--- config.mk ---
export PLATFORM = sky130hd
export DESIGN_NAME = controller_interface_flat
export DESIGN_NICKNAME = d
export VERILOG_FILES = /design/src/rtl/controller_interface_if.sv /design/src/rtl/controller_interface.sv /design/src/flat_wrapper.sv
export SDC_FILE = /design/constraint.sdc
export NUM_CORES = 1
export LEC_CHECK = 0
export BUFFER_PORTS_ARGS = -buffer_cell sky130_fd_sc_hd__buf_2
export CORE_MARGIN = 2
export CORE_UTILIZATION = 55
export CTS_CLUSTER_DIAMETER = 50
export DETAILED_ROUTE_END_ITERATION = 6
export GPL_ROUTABILITY_DRIVEN = 0
export HOLD_SLACK_MARGIN = 0.12
export PLACE_DENSITY = 0.72
export RECOVER_POWER = 100
export REMOVE_ABC_BUFFERS = 1
export SKIP_CTS_REPAIR_TIMING = 1
export SLEW_MARGIN = 20
export SYNTH_ARGS = -nofsm -noshare
export SYNTH_HDL_FRONTEND = slang
export SYNTH_SLANG_ARGS = --single-unit
--- constraint.sdc ---
create_clock -name clk_12_5875 -period 4.7 [get_ports clk_12_5875]
set_clock_uncertainty 0.2 [all_clocks]
set_input_delay 0.47 -clock clk_12_5875 [delete_from_list [all_inputs] [get_ports clk_12_5875]]
set_output_delay 0.47 -clock clk_12_5875 [all_outputs]
set_load 0.01 [all_outputs]
--- src/rtl/controller_interface_if.sv ---
// CPU-side read bus for the controller block.
// The address decoder and CPU own select/address_lsb (master).
// The controller block drives data_out back onto the shared data bus (slave).
interface controller_interface_if;
    logic       select;
    logic       address_lsb;
    logic [7:0] data_out;

    modport master (
        output select,
        output address_lsb,
        input  data_out
    );

    modport slave (
        input  select,
        input  address_lsb,
        output data_out
    );
endinterface

--- src/rtl/controller_interface.sv ---
// Polls two NES-style serial game controllers once per frame.
// Each poll latches both pads, then shifts in 8 bits MSB first (A..Right).
// The results are committed to CPU-readable button bytes, where 1 = pressed.
// Optional macro CONTROLLER_DEBOUNCE_EN:
//   a committed bit changes only when two consecutive polls agree on it.
module controller_interface #(
    parameter int unsigned CLK_DIV = 76
) (
    input  logic                   clk_12_5875,
    input  logic                   rst_B,
    input  logic                   poll_start,
    controller_interface_if.slave  cpu,
    output logic                   ctrl_latch,
    output logic                   ctrl_clk,
    input  logic                   ctrl_data_1_B,
    input  logic                   ctrl_data_2_B,
    output logic                   busy
);

    localparam int unsigned TickW = (CLK_DIV > 2) ? $clog2(CLK_DIV) : 1;
    localparam logic [TickW-1:0] TickLast = TickW'(CLK_DIV - 1);

    typedef enum logic [2:0] {
        StIdle,
        StLatch,
        StSample,
        StPulse,
        StCommit
    } state_e;

    state_e           state_q, state_d;
    logic [TickW-1:0] tick_q, tick_d;
    logic [2:0]       bit_q, bit_d;
    logic [7:0]       sr1_q, sr1_d;
    logic [7:0]       sr2_q, sr2_d;
    logic [7:0]       com1_q, com1_d;
    logic [7:0]       com2_q, com2_d;
    logic [1:0]       sync1_q, sync2_q;
    logic             ctrl_latch_q, ctrl_latch_d;
    logic             ctrl_clk_q, ctrl_clk_d;
    logic             busy_q, busy_d;
    logic             tick_end;
    logic             pressed1, pressed2;

`ifdef CONTROLLER_DEBOUNCE_EN
    logic [7:0]       prev1_q, prev1_d;
    logic [7:0]       prev2_q, prev2_d;
`endif

    assign tick_end = (tick_q == TickLast);
    // Pad lines idle high, so the synchronizers reset to "released"
    assign pressed1 = ~sync1_q[1];
    assign pressed2 = ~sync2_q[1];

    // Two-flop synchronizers for the asynchronous pad data lines
    always_ff @(posedge clk_12_5875 or negedge rst_B) begin
        if (!rst_B) begin
            sync1_q <= 2'b11;
            sync2_q <= 2'b11;
        end else begin
            sync1_q <= {sync1_q[0], ctrl_data_1_B};
            sync2_q <= {sync2_q[0], ctrl_data_2_B};
        end
    end

    // Poll sequencer: next state, counters, shift and commit registers
    always_comb begin
        state_d = state_q;
        tick_d  = tick_q;
        bit_d   = bit_q;
        sr1_d   = sr1_q;
        sr2_d   = sr2_q;
        com1_d  = com1_q;
        com2_d  = com2_q;
`ifdef CONTROLLER_DEBOUNCE_EN
        prev1_d = prev1_q;
        prev2_d = prev2_q;
`endif

        unique case (state_q)
            StIdle: begin
                tick_d = '0;
                bit_d  = '0;
                if (poll_start) begin
                    state_d = StLatch;
                end
            end

            // Latch lasts two ticks; bit_q[0] marks the second tick
            StLatch: begin
                if (tick_end) begin
                    tick_d = '0;
                    if (bit_q[0]) begin
                        bit_d   = '0;
                        state_d = StSample;
                    end else begin
                        bit_d = 3'd1;
                    end
                end else begin
                    tick_d = tick_q + TickW'(1);
                end
            end

            StSample: begin
                if (tick_end) begin
                    tick_d = '0;
                    sr1_d  = {sr1_q[6:0], pressed1};
                    sr2_d  = {sr2_q[6:0], pressed2};
                    if (bit_q == 3'd7) begin
                        state_d = StCommit;
                    end else begin
                        bit_d   = bit_q + 3'd1;
                        state_d = StPulse;
                    end
                end else begin
                    tick_d = tick_q + TickW'(1);
                end
            end

            StPulse: begin
                if (tick_end) begin
                    tick_d  = '0;
                    state_d = StSample;
                end else begin
                    tick_d = tick_q + TickW'(1);
                end
            end

            StCommit: begin
`ifdef CONTROLLER_DEBOUNCE_EN
                // Only bits that match the previous poll's raw sample may change
                for (int i = 0; i < 8; i++) begin
                    if (sr1_q[i] == prev1_q[i]) begin
                        com1_d[i] = sr1_q[i];
                    end
                    if (sr2_q[i] == prev2_q[i]) begin
                        com2_d[i] = sr2_q[i];
                    end
                end
                prev1_d = sr1_q;
                prev2_d = sr2_q;
`else
                com1_d = sr1_q;
                com2_d = sr2_q;
`endif
                tick_d  = '0;
                bit_d   = '0;
                state_d = StIdle;
            end

            default: begin
                state_d = StIdle;
            end
        endcase

        // Outputs are registered off the next state so they align with state_q
        ctrl_latch_d = (state_d == StLatch);
        ctrl_clk_d   = (state_d == StPulse);
        busy_d       = (state_d != StIdle);
    end

    // State, counter and data registers; reset aborts any poll in flight
    always_ff @(posedge clk_12_5875 or negedge rst_B) begin
        if (!rst_B) begin
            state_q      <= StIdle;
            tick_q       <= '0;
            bit_q        <= '0;
            sr1_q        <= 8'h00;
            sr2_q        <= 8'h00;
            com1_q       <= 8'h00;
            com2_q       <= 8'h00;
            ctrl_latch_q <= 1'b0;
            ctrl_clk_q   <= 1'b0;
            busy_q       <= 1'b0;
        end else begin
            state_q      <= state_d;
            tick_q       <= tick_d;
            bit_q        <= bit_d;
            sr1_q        <= sr1_d;
            sr2_q        <= sr2_d;
            com1_q       <= com1_d;
            com2_q       <= com2_d;
            ctrl_latch_q <= ctrl_latch_d;
            ctrl_clk_q   <= ctrl_clk_d;
            busy_q       <= busy_d;
        end
    end

`ifdef CONTROLLER_DEBOUNCE_EN
    // Previous raw samples used by the debounce comparison
    always_ff @(posedge clk_12_5875 or negedge rst_B) begin
        if (!rst_B) begin
            prev1_q <= 8'h00;
            prev2_q <= 8'h00;
        end else begin
            prev1_q <= prev1_d;
            prev2_q <= prev2_d;
        end
    end
`endif

    assign ctrl_latch = ctrl_latch_q;
    assign ctrl_clk   = ctrl_clk_q;
    assign busy       = busy_q;

    // CPU read mux; the bus is driven low when the block is not selected
    always_comb begin
        cpu.data_out = 8'h00;
        if (cpu.select) begin
            cpu.data_out = cpu.address_lsb ? com2_q : com1_q;
        end
    end

endmodule

--- src/flat_wrapper.sv ---
// flat-port wrapper written by rule: the top's interface ports become plain ports
module controller_interface_flat 
#(
    parameter int unsigned CLK_DIV = 76
)
  (clk_12_5875, rst_B, poll_start, ctrl_latch, ctrl_clk, ctrl_data_1_B, ctrl_data_2_B, busy, cpu_select, cpu_address_lsb, cpu_data_out);
  controller_interface_if cpu_i ();
  input  logic clk_12_5875;
  input  logic rst_B;
  input  logic poll_start;
  output logic ctrl_latch;
  output logic ctrl_clk;
  input  logic ctrl_data_1_B;
  input  logic ctrl_data_2_B;
  output logic busy;
  input wire logic [$bits(cpu_i.select)-1:0] cpu_select;
  input wire logic [$bits(cpu_i.address_lsb)-1:0] cpu_address_lsb;
  output wire logic [$bits(cpu_i.data_out)-1:0] cpu_data_out;
  assign cpu_i.select = cpu_select;
  assign cpu_i.address_lsb = cpu_address_lsb;
  assign cpu_data_out = cpu_i.data_out;
  controller_interface #(.CLK_DIV(CLK_DIV)) u_core (.clk_12_5875(clk_12_5875), .rst_B(rst_B), .poll_start(poll_start), .cpu(cpu_i), .ctrl_latch(ctrl_latch), .ctrl_clk(ctrl_clk), .ctrl_data_1_B(ctrl_data_1_B), .ctrl_data_2_B(ctrl_data_2_B), .busy(busy));
endmodule
# After elaboration in Yosys (flattened, before gate mapping)
# Index checks and enable logic that the tools add are counted.
# classes
addsub	2
n_mul	0
div	0
n_lt_le_gt_ge	0
eq_ne	11
n_shift	0
muxes	16
bitwise	2
reduce_logical	8
# op_table
cell	n
$mux W3	9
$mux W8	2
$pmux W7 S2	1
$pmux W3 S4	1
$eq A3 B2 Y1 const B	3
$pmux W3 S3	1
$add A7 B1 Y7 const B	1
$eq A7 B7 Y1 const B	1
$mux W7	1
$eq A3 B1 Y1 const B	2
$eq A3 B3 Y1 const B	2
$reduce_bool A3 Y1	2
$ne A2 B1 Y1 const B	2
$reduce_and A4 Y1	1
$add A3 B1 Y3 const B	1
$logic_not A3 Y1	1
$reduce_or A3 Y1	1
$ne A2 B2 Y1 const B	1
$not A1 Y1	2
$reduce_and A2 Y1	1
$reduce_bool A2 Y1	1
$reduce_or A2 Y1	1
$mux W1	1
# word_totals
regBits	52
latch_bits	0
ram_bits	0
romBits	0
elab_cells	51
n_memories	0

# Logic depth before layout (Yosys ltp)
# Gate-level depths: netlist (run 1).
# depth
depth_word	5
ltp_mapped	7
depth_no_buf	6

# Least setup slack after synthesis (run 1)
# OpenSTA, ideal clock, no wires.
# synth_path
path_type	reg-to-reg
startpoint	register u_core.bit_q[0]
endpoint	register u_core.bit_q[2]
setup_ns	0.122
arrival_ns	1.717
required_time_ns	4.378
path_slack_ns	2.661
stages_incl_launch_ff	6
path_buffers	0
period_less_slack_ns	2.039
cell_sequence	dfrtp_1 ha_1 ha_1 or4_4 a22o_1 a32o_1
# synth_via
elab_chain_cells	4
# synth_lines
element	line	rtl
start: declaration	controller_interface.sv:33	logic [2:0] bit_q, bit_d;
start signal: assignment	controller_interface.sv:178	bit_q <= bit_d;
$add A3 B1 Y3	controller_interface.sv:112	bit_d = bit_q + 3'd1;
$mux W3	controller_interface.sv:109	if (bit_q == 3'd7) begin
$mux W3	controller_interface.sv:105	if (tick_end) begin
$pmux W3 S3	controller_interface.sv:80	unique case (state_q)
# Parallel ways exist; a longest one is shown, timed or not. The select of a mux whose other input is x is not followed.
# A chain may end at the register's enable or synchronous reset.

# Worst setup path after layout (run 1)
# layout_path
startpoint	register u_core.state_q[0]
endpoint	register u_core.com1_q[4]
# layout_via
elab_chain_cells	1
# layout_lines
element	line	rtl
start: declaration	controller_interface.sv:31	state_e state_q, state_d;
start signal: assignment	controller_interface.sv:165	state_q <= StIdle;
start signal: assignment	controller_interface.sv:176	state_q <= state_d;
$eq A3 B3 Y1	controller_interface.sv:80	
end signal: assignment	controller_interface.sv:181	com1_q <= com1_d;
end: declaration	controller_interface.sv:36	logic [7:0] com1_q, com1_d;
# No other way between the ends.

==> results of run 1 <==
cells in the final DEF (no fill, tap or decap), drive strengths merged, types with 3 or more instances in the layout:
master	instances
clkbuf	18
dfrtp	48
nand2	11
nor2	11
dfstp	4
inv	4
a21oi	5
o21ai	3
dlygate4sd3	3
mux2i	10
ha	4
nor2b	9
nand3	3
mux2	30
buf	6
power by group through the flow:
stage / Sequential [uW] / Clock, uW / Combinational [uW]
3_3_place_gp: 529 / 0 / 105
2_1_floorplan: 521 / 0 / 80.8
5_1_grt: 533 / 286 / 126
3_5_place_dp: 532 / 0 / 110
6_report: 526 / 258 / 109
4_1_cts: 524 / 269 / 111
state kept, by name (all words and copies together) (netlist names):
register / count
u_core.com2_q: 8
u_core.bit_q: 3
u_core.state_q: 3
u_core.com1_q: 8
u_core.sync1_q: 2
u_core.sr2_q: 8
u_core.tick_q: 7
u_core.ctrl_latch: 1
u_core.ctrl_clk: 1
u_core.sr1_q: 8
u_core.sync2_q: 2
u_core.busy: 1
area by class of cell:
class | count | area (um^2)
Fill cell | 344 | 1500
Sequential cell | 52 | 1310
Multi-Input combinational cell | 121 | 947
Timing Repair Buffer | 20 | 104
Clock buffer | 7 | 86.3
Tap cell | 50 | 62.6
Inverter | 4 | 15.0
Clock inverter | 1 | 7.51
logic make-up (layout without fill, tap and decap cells):
logic type      count (synthesis)  after routing
flops                          52             52
simple gates                   52             52
mux                            40             40
compound gates                 25             25
buf+inv                        12             32
fa+ha+maj                       4              4
worst min-delay path by stage:
stage                           start           endpoint
detailed placement  u_core.sync2_q[0]  u_core.sync2_q[1]
global route        u_core.sync2_q[0]  u_core.sync2_q[1]
global placement    u_core.sync1_q[0]  u_core.sync1_q[1]
finish              u_core.sync2_q[0]  u_core.sync2_q[1]
floorplan                       rst_B    u_core.bit_q[0]
CTS                     ctrl_data_1_B  u_core.sync1_q[0]
worst max-delay path, cell delays in order, from the launching register on:
cell and delay, ns:
dfrtp_1 0.49, or2_0 0.38, nor2_1 1.02, mux2_2 0.43
metrics by stage:
step	hold WS [ns]	area, um^2	power, uW	util	setup WS (ns)
after floorplan	-0.0256	2280	602	-	2.54
after global placement	0.147	2430	634	0.603	2.36
after detailed placement	0.147	2430	642	0.603	2.24
after CTS	0.0438	2520	903	0.626	2.23
after global routing	0.162	2530	945	0.628	1.85
final	0.159	2530	893	0.628	2.06
per-layer routing:
metal	track usage	vias to the layer above	wire, um
met2	0.283	46	1930
met5	0	-	0
met1	0.239	695	1820
met4	0.0850	0	54
li1	-	703	-
met3	0.0512	8	197
==> results.json, run 1 <==
{
  "slew_viol_final": 0,
  "firstDrtPassIters": 4,
  "track_usage": 0.183,
  "drc_errors": 0,
  "synth_edf_count": 0,
  "core-area_um2": 4030,
  "clock_latency_ns": 0.30,
  "synth_compound_area_frac": 0.0778,
  "cts.reportedPaths.clkPinSlew_ns": 0.09,
  "synthMuxAreaShare": 0.188,
  "synth.most_common_cell": "dfrtp_1",
  "clock.fmax_mhz": 378,
  "finalNonFillerCells": 255,
  "ios": 18,
  "arrival_ns": 2.63,
  "yosys.area.top_type": "dfrtp_1",
  "p_sw_uw": 240,
  "period_share": 0.562,
  "die_h_um": 69.1,
  "rsz0062_at_grt": "false",
  "cts_tree": "built",
  "drive_gt1_frac": 0.200,
  "antennaDiodeCount": 0,
  "synthAdderAreaFrac": 0.0215,
  "yosysUniqueCellTypes": 47,
  "clockRootBuffer": "clkbuf_8",
  "start_util": 0.579,
  "via_count": 1452,
  "p_leak_uw": 0.00119,
  "maxCapViolations": 0,
  "grt_pass1_wl_mm": 6.93,
  "r2r_start": "u_core.state_q[0]",
  "placed_cells_incl_taps": 244,
  "ir_worst_vdd_mv": 0.209,
  "switching_share": 0.269,
  "worst_setup_path_end_kind": "flop",
  "syn_to_final_growth_pct": 8.48,
  "cp.required_ns": 4.69,
  "syn_area_per_cell_um2": 12.6,
  "nNetsFinal": 215,
  "yosys.area_share.xor_xnor": 0,
  "io_buffers": 17,
  "worstSetupStartpointType": "flop",
  "synth_seq_area_share": 0.560,
  "finalHoldViolCount": 0,
  "crit_type": "reg2reg",
  "setup_tns_ns": 0,
  "dp_hpwl_mm": 2.77,
  "rr_endpoint": "u_core.com1_q[4]",
  "ys_seq_elements": 52,
  "cts.sinks": 52,
  "antenna_found_initial": 0,
  "yosysWarnings": 0,
  "htreeDepth": 2,
  "synthTopCellsByCount": "dfrtp_1 (48), mux2_2 (23), nand2_1 (11), mux2i_1 (10)",
  "reg2reg_slack_ns": 2.06,
  "rows": 23,
  "die_area_um2": 4770,
  "grt_max_degree": 53,
  "fin_crit_ns": 2.64,
  "synthFlopType": "dfrtp_1",
  "intPower_uw": 653,
  "maxSlewHeadroom": 0.130,
  "drtAntennaViolNets": 0,
  "worstPathMaxFanout": 16,
  "seq_power_share": 0.589,
  "async_flop_share": 1.00,
  "worst_slew_pin_slew_ns": 1.30,
  "cp-startpoint": "u_core.state_q[0]",
  "hold_depth": 0,
  "synthCells": 185,
  "drt-wirelength-per-cell_um": 15.7,
  "setup-violations-final": 0,
  "synth_top_cell_area_share": 0.515,
  "rr_worst_depth": 3,
  "drt_wl_total_mm": 4.00,
  "combPwrFrac": 0.122,
  "via_per_inst": 5.69,
  "min_path_type": "reg2reg",
  "overflow": 0,
  "numCtsBuffers": 5,
  "detail_route.iter0.violations": 135,
  "grt_pass1_vias": 1448,
  "power_frac_clock": 0.289,
  "outcome": "finished clean",
  "netlist_area_um2": 2330,
  "clockBufferDepth": 2,
  "die_x_um": 69.1,
  "synthSimpleGateAreaFrac": 0.125,
  "power.density_nw_per_um2": 353,
  "synth_top_family_by_area": "multiplexers",
  "synth_top_cells_by_area": "dfrtp_1 (52%), mux2_2 (11%), dfstp_2 (4.5%), mux2i_1 (4.3%), mux2_1 (3.4%)",
  "worstSetupEndpoint": "u_core.com1_q[4]"
}
No activity file was read; power rests on OpenSTA's default activity.
==> run 2, diff against run 1 <==
--- a/config.mk
+++ b/config.mk
@@ -7,12 +7,12 @@
 export LEC_CHECK = 0
 export BUFFER_PORTS_ARGS = -buffer_cell sky130_fd_sc_hd__buf_2
 export CORE_MARGIN = 2
-export CORE_UTILIZATION = 55
+export CORE_UTILIZATION = 53
 export CTS_CLUSTER_DIAMETER = 50
 export DETAILED_ROUTE_END_ITERATION = 6
 export GPL_ROUTABILITY_DRIVEN = 0
 export HOLD_SLACK_MARGIN = 0.12
-export PLACE_DENSITY = 0.72
+export PLACE_DENSITY = 0.73
 export RECOVER_POWER = 100
 export REMOVE_ABC_BUFFERS = 1
 export SKIP_CTS_REPAIR_TIMING = 1
==> constraint.sdc (replaced) <==
create_clock -name clk_12_5875 -period 2.4 [get_ports clk_12_5875]
set_clock_uncertainty 0.2 [all_clocks]
set_input_delay 0.24 -clock clk_12_5875 [delete_from_list [all_inputs] [get_ports clk_12_5875]]
set_output_delay 0.24 -clock clk_12_5875 [all_outputs]
set_load 0.01 [all_outputs]
==> results.json, run 2 (synthesis results as in run 1) <==
{
  "clockBufferDepth": 2,
  "finalNonFillerCells": 260,
  "crit_type": "reg2reg",
  "grt_pass1_wl_mm": 6.98,
  "outcome": "complete, but fails checks",
  "via_per_inst": 5.79,
  "cts.reportedPaths.clkPinSlew_ns": 0.09,
  "cp.required_ns": 2.40,
  "setup-violations-final": 0,
  "slew_viol_final": 29,
  "clock.fmax_mhz": 443,
  "die_h_um": 70.3,
  "min_path_type": "reg2reg",
  "period_share": 0.941,
  "syn_to_final_growth_pct": 10.9,
  "reg2reg_slack_ns": 0.14,
  "die_area_um2": 4940,
  "drive_gt1_frac": 0.216,
  "drt_wl_total_mm": 3.98,
  "nFillCells": 373,
  "start_util": 0.543,
  "power.total_uw": 1760,
  "io_buffers": 17,
  "fin_crit_ns": 2.26,
  "finalHoldViolCount": 0,
  "numCtsBuffers": 5,
  "drt-wirelength-per-cell_um": 15.3,
  "antenna_found_initial": 0,
  "crit_chain": "ha_1 -> ha_1 -> or4_1 -> a22o_1 -> a32o_1",
  "ir_worst_vdd_mv": 0.406,
  "die_x_um": 70.3,
  "cp_slowest_cell": "or4_1",
  "place_ws_ns": 0.216,
  "drtAntennaViolNets": 0,
  "clockRootBuffer": "clkbuf_8",
  "grt_max_degree": 30,
  "overflow": 0,
  "worstPathMaxFanout": 7,
  "layout_common_cells": "dfrtp_1 (48), mux2_2 (23), clkbuf_1 (12)",
  "core-area_um2": 4290,
  "power.density_nw_per_um2": 682,
  "setup_tns_ns": 0,
  "nNetsFinal": 218,
  "max_stage_delay_ns": 0.57,
  "rows": 24,
  "final_common_cell": "dfrtp_1",
  "detail_route.iter0.violations": 50,
  "clock_latency_ns": 0.32,
  "p_leak_uw": 0.00121,
  "ios": 18,
  "firstDrtPassIters": 4,
  "dp_hpwl_mm": 2.81,
  "cts_tree": "built",
  "htreeDepth": 2,
  "via_count": 1506,
  "arrival_ns": 2.26,
  "worstSetupStartpointType": "flop",
  "drc_errors": 0,
  "maxCapViolations": 1,
  "antennaDiodeCount": 0,
  "violations": "max-capacitance violations, max-slew violations",
  "worst_setup_path_end_kind": "flop",
  "rsz0062_at_grt": "false",
  "timing.final.ws_setup_ns": 0.141,
  "cts.sinks": 52,
  "grt_pass1_vias": 1475,
  "maxSlewHeadroom": -0.0728,
  "track_usage": 0.178,
  "worst_slew_pin_slew_ns": 1.61,
  "placed_cells_incl_taps": 248,
  "critPathMostFrequentCell": "ha_1"
}
==> run 2: layer usage <==
metal  part of all wire  vias to the layer above  wire [um]  global-route usage
li1                   -                      711          -                   -
met1               0.46                      758       1850               0.230
met2               0.49                       31       1940               0.292
met5                  0                        -          0                   0
met4              0.013                        0         52              0.0598
met3              0.035                        6        141              0.0476
==> run 2: per-stage QoR <==
step | hold slack (ns) | utilization | area (um^2)
4_1_cts | -0.231 | 0.597 | 2560
3_5_place_dp | 0.120 | 0.576 | 2470
6_report | 0.160 | 0.602 | 2580
3_3_place_gp | 0.0960 | 0.576 | 2470
2_1_floorplan | -0.256 | - | 2280
5_1_grt | 0.164 | 0.602 | 2580
==> run 2: final cells by class <==
cell class	instances	area, um^2	share of cell area
sequential	52	1310	0.505
inverter	4	15.0	0.00581
timing repair buffer	23	150	0.0581
multi-input combinational	121	957	0.370
clock inverter	3	22.5	0.00871
clock buffer	5	68.8	0.0266
tap	52	65.1	0.0252
==> run 2: final timing paths <==
path,start,end,cells past startpoint
worst max-delay path,u_core.bit_q[0],u_core.bit_q[2],5
worst min register to register,u_core.sync2_q[0],u_core.sync2_q[1],0
worst max register to register,u_core.bit_q[0],u_core.bit_q[2],5
worst min-delay path,u_core.sync2_q[0],u_core.sync2_q[1],0
max in group asynchronous,rst_B,u_core.com2_q[0],2
min in group asynchronous,rst_B,u_core.com2_q[3],2
==> run 2: worst max-delay path: cells and delay by family, from the launching register on <==
| family | cells | cell delay [ns] |
|---|---|---|
| adders and majority gates | 2 | 0.47 |
| AOI/OAI and AO/OA | 2 | 0.44 |
| and+or+nand+nor | 1 | 0.57 |
| DFF | 1 | 0.46 |
==> run 2: where the power goes <==
group / internal [uW] / leakage, uW / total (uW) / switching, uW
Combinational: 108 / 0.000475 / 220 / 112
Clock: 209 / 0.0000485 / 506 / 297
Sequential: 941 / 0.000686 / 1040 / 95.7
==> run 3, diff against run 2 <==
--- a/config.mk
+++ b/config.mk
@@ -7,12 +7,12 @@
 export LEC_CHECK = 0
 export BUFFER_PORTS_ARGS = -buffer_cell sky130_fd_sc_hd__buf_2
 export CORE_MARGIN = 2
-export CORE_UTILIZATION = 53
+export CORE_UTILIZATION = 50
 export CTS_CLUSTER_DIAMETER = 50
 export DETAILED_ROUTE_END_ITERATION = 6
 export GPL_ROUTABILITY_DRIVEN = 0
 export HOLD_SLACK_MARGIN = 0.12
-export PLACE_DENSITY = 0.73
+export PLACE_DENSITY = 0.69
 export RECOVER_POWER = 100
 export REMOVE_ABC_BUFFERS = 1
 export SKIP_CTS_REPAIR_TIMING = 1
==> results.json, run 3 (synthesis results as in run 1) <==
{
  "outcome": "finished clean",
  "ir_worst_vdd_mv": 0.546,
  "via_per_inst": 5.95,
  "antennaDiodeCount": 0,
  "io_buffers": 17,
  "clockRootBuffer": "clkbuf_8",
  "die_area_um2": 5220,
  "final_common_cell": "dfrtp_1",
  "cts_tree": "built",
  "drt_wl_total_mm": 4.18,
  "p_leak_uw": 0.00120,
  "nNetsFinal": 220,
  "clockBufferDepth": 2,
  "drive_gt1_frac": 0.210,
  "antenna_found_initial": 0,
  "cts.reportedPaths.clkPinSlew_ns": 0.08,
  "clock_latency_ns": 0.30,
  "rsz0062_at_grt": "false",
  "slew_viol_final": 0,
  "core-area_um2": 4410,
  "via_count": 1559,
  "grt_max_degree": 30,
  "placed_cells_incl_taps": 249,
  "rows": 24,
  "grt_pass1_vias": 1544,
  "min_path_type": "reg2reg",
  "worstSetupStartpointType": "flop",
  "place_area_um2": 2470,
  "dp_hpwl_mm": 2.86,
  "crit_type": "reg2reg",
  "drtAntennaViolNets": 0,
  "worst_setup_path_end_kind": "flop",
  "drt-wirelength-per-cell_um": 16.0,
  "fin_crit_ns": 2.22,
  "crit_chain": "ha_1 -> ha_1 -> or4_1 -> a22o_1 -> a32o_1",
  "detail_route.iter0.violations": 83,
  "die_x_um": 72.3,
  "die_h_um": 72.3,
  "critical_path_buf_inv_count": 0,
  "track_usage": 0.181,
  "cp_slowest_cell": "or4_1",
  "critPathTopFamily": "simple AND/OR/NAND/NOR gates",
  "arrival_ns": 2.21,
  "cts.sinks": 52,
  "design_area_um2": 2580,
  "syn_to_final_growth_pct": 10.6,
  "ios": 18,
  "finalNonFillerCells": 262,
  "worst_slew_pin_slew_ns": 1.04,
  "setup-violations-final": 0,
  "grt_pass1_wl_mm": 7.27,
  "max_stage_delay_ns": 0.55,
  "clock.fmax_mhz": 451,
  "layout_common_cells": "dfrtp_1 (48), mux2_2 (23), clkbuf_1 (14)",
  "period_share": 0.924,
  "maxCapViolations": 0,
  "firstDrtPassIters": 4,
  "htreeDepth": 2,
  "maxSlewHeadroom": 0.308,
  "numCtsBuffers": 5,
  "start_util": 0.528,
  "overflow": 0,
  "drc_errors": 0,
  "setup_tns_ns": 0,
  "worstPathMaxFanout": 7,
  "finalHoldViolCount": 0,
  "cp.required_ns": 2.39,
  "power.density_nw_per_um2": 672,
  "critPathMostFrequentCell": "ha_1"
}
-- run 3: cell types whose count changed in the layout (fill, tap and decap cells not counted), sizes merged --
cell and change:
inv -1, dlygate4sd3 +1, clkbuf +3, buf -1, clkinvlp +1, clkinv -1
-- run 3: through the flow --
| step | setup WS (ns) | power, uW | hold WS (ns) | util |
|---|---|---|---|---|
| 2_1_floorplan | 0.243 | 1180 | -0.256 | - |
| 3_3_place_gp | 0.321 | 1240 | -0.153 | 0.559 |
| 3_5_place_dp | 0.244 | 1260 | -0.147 | 0.559 |
| 4_1_cts | 0.226 | 1750 | -0.479 | 0.578 |
| 5_1_grt | 0.0992 | 1830 | 0.167 | 0.584 |
| 6_report | 0.183 | 1730 | 0.158 | 0.584 |
-- run 3: where the power goes --
| group | internal (uW) | switching, uW |
|---|---|---|
| Clock | 204 | 269 |
| Combinational | 106 | 116 |
| Sequential | 941 | 95.4 |
| Total | 1250 | 481 |
-- run 3: final timing paths --
check / start / to / slack (ns) / cells after the start
worst min register to register: u_core.sync2_q[0] / u_core.sync2_q[1] / 0.16 / 0
worst min-delay path: u_core.sync2_q[0] / u_core.sync2_q[1] / 0.16 / 0
worst max register to register: u_core.bit_q[0] / u_core.bit_q[2] / 0.18 / 5
worst max-delay path: u_core.bit_q[0] / u_core.bit_q[2] / 0.18 / 5
max in group asynchronous: rst_B / u_core.ctrl_latch / 0.70 / 3
min in group asynchronous: rst_B / u_core.sync1_q[0] / 0.31 / 2
-- run 3: metal layers --
| layer | track usage | up-vias | share of wire |
|---|---|---|---|
| met5 | 0 | - | 0 |
| met4 | 0.0650 | 0 | 0.021 |
| met3 | 0.0500 | 15 | 0.058 |
| met2 | 0.302 | 56 | 0.49 |
| met1 | 0.227 | 766 | 0.43 |
| li1 | - | 722 | - |
-- run 3: area by class of cell --
cell class / count / area, um^2
fillers: 364 / 1840
well taps: 52 / 65.1
repair buffers: 25 / 149
clock buffers: 6 / 72.6
multi-input cells: 121 / 957
flip-flops and latches: 52 / 1310
clock inverters: 2 / 12.5
inverters: 4 / 15.0
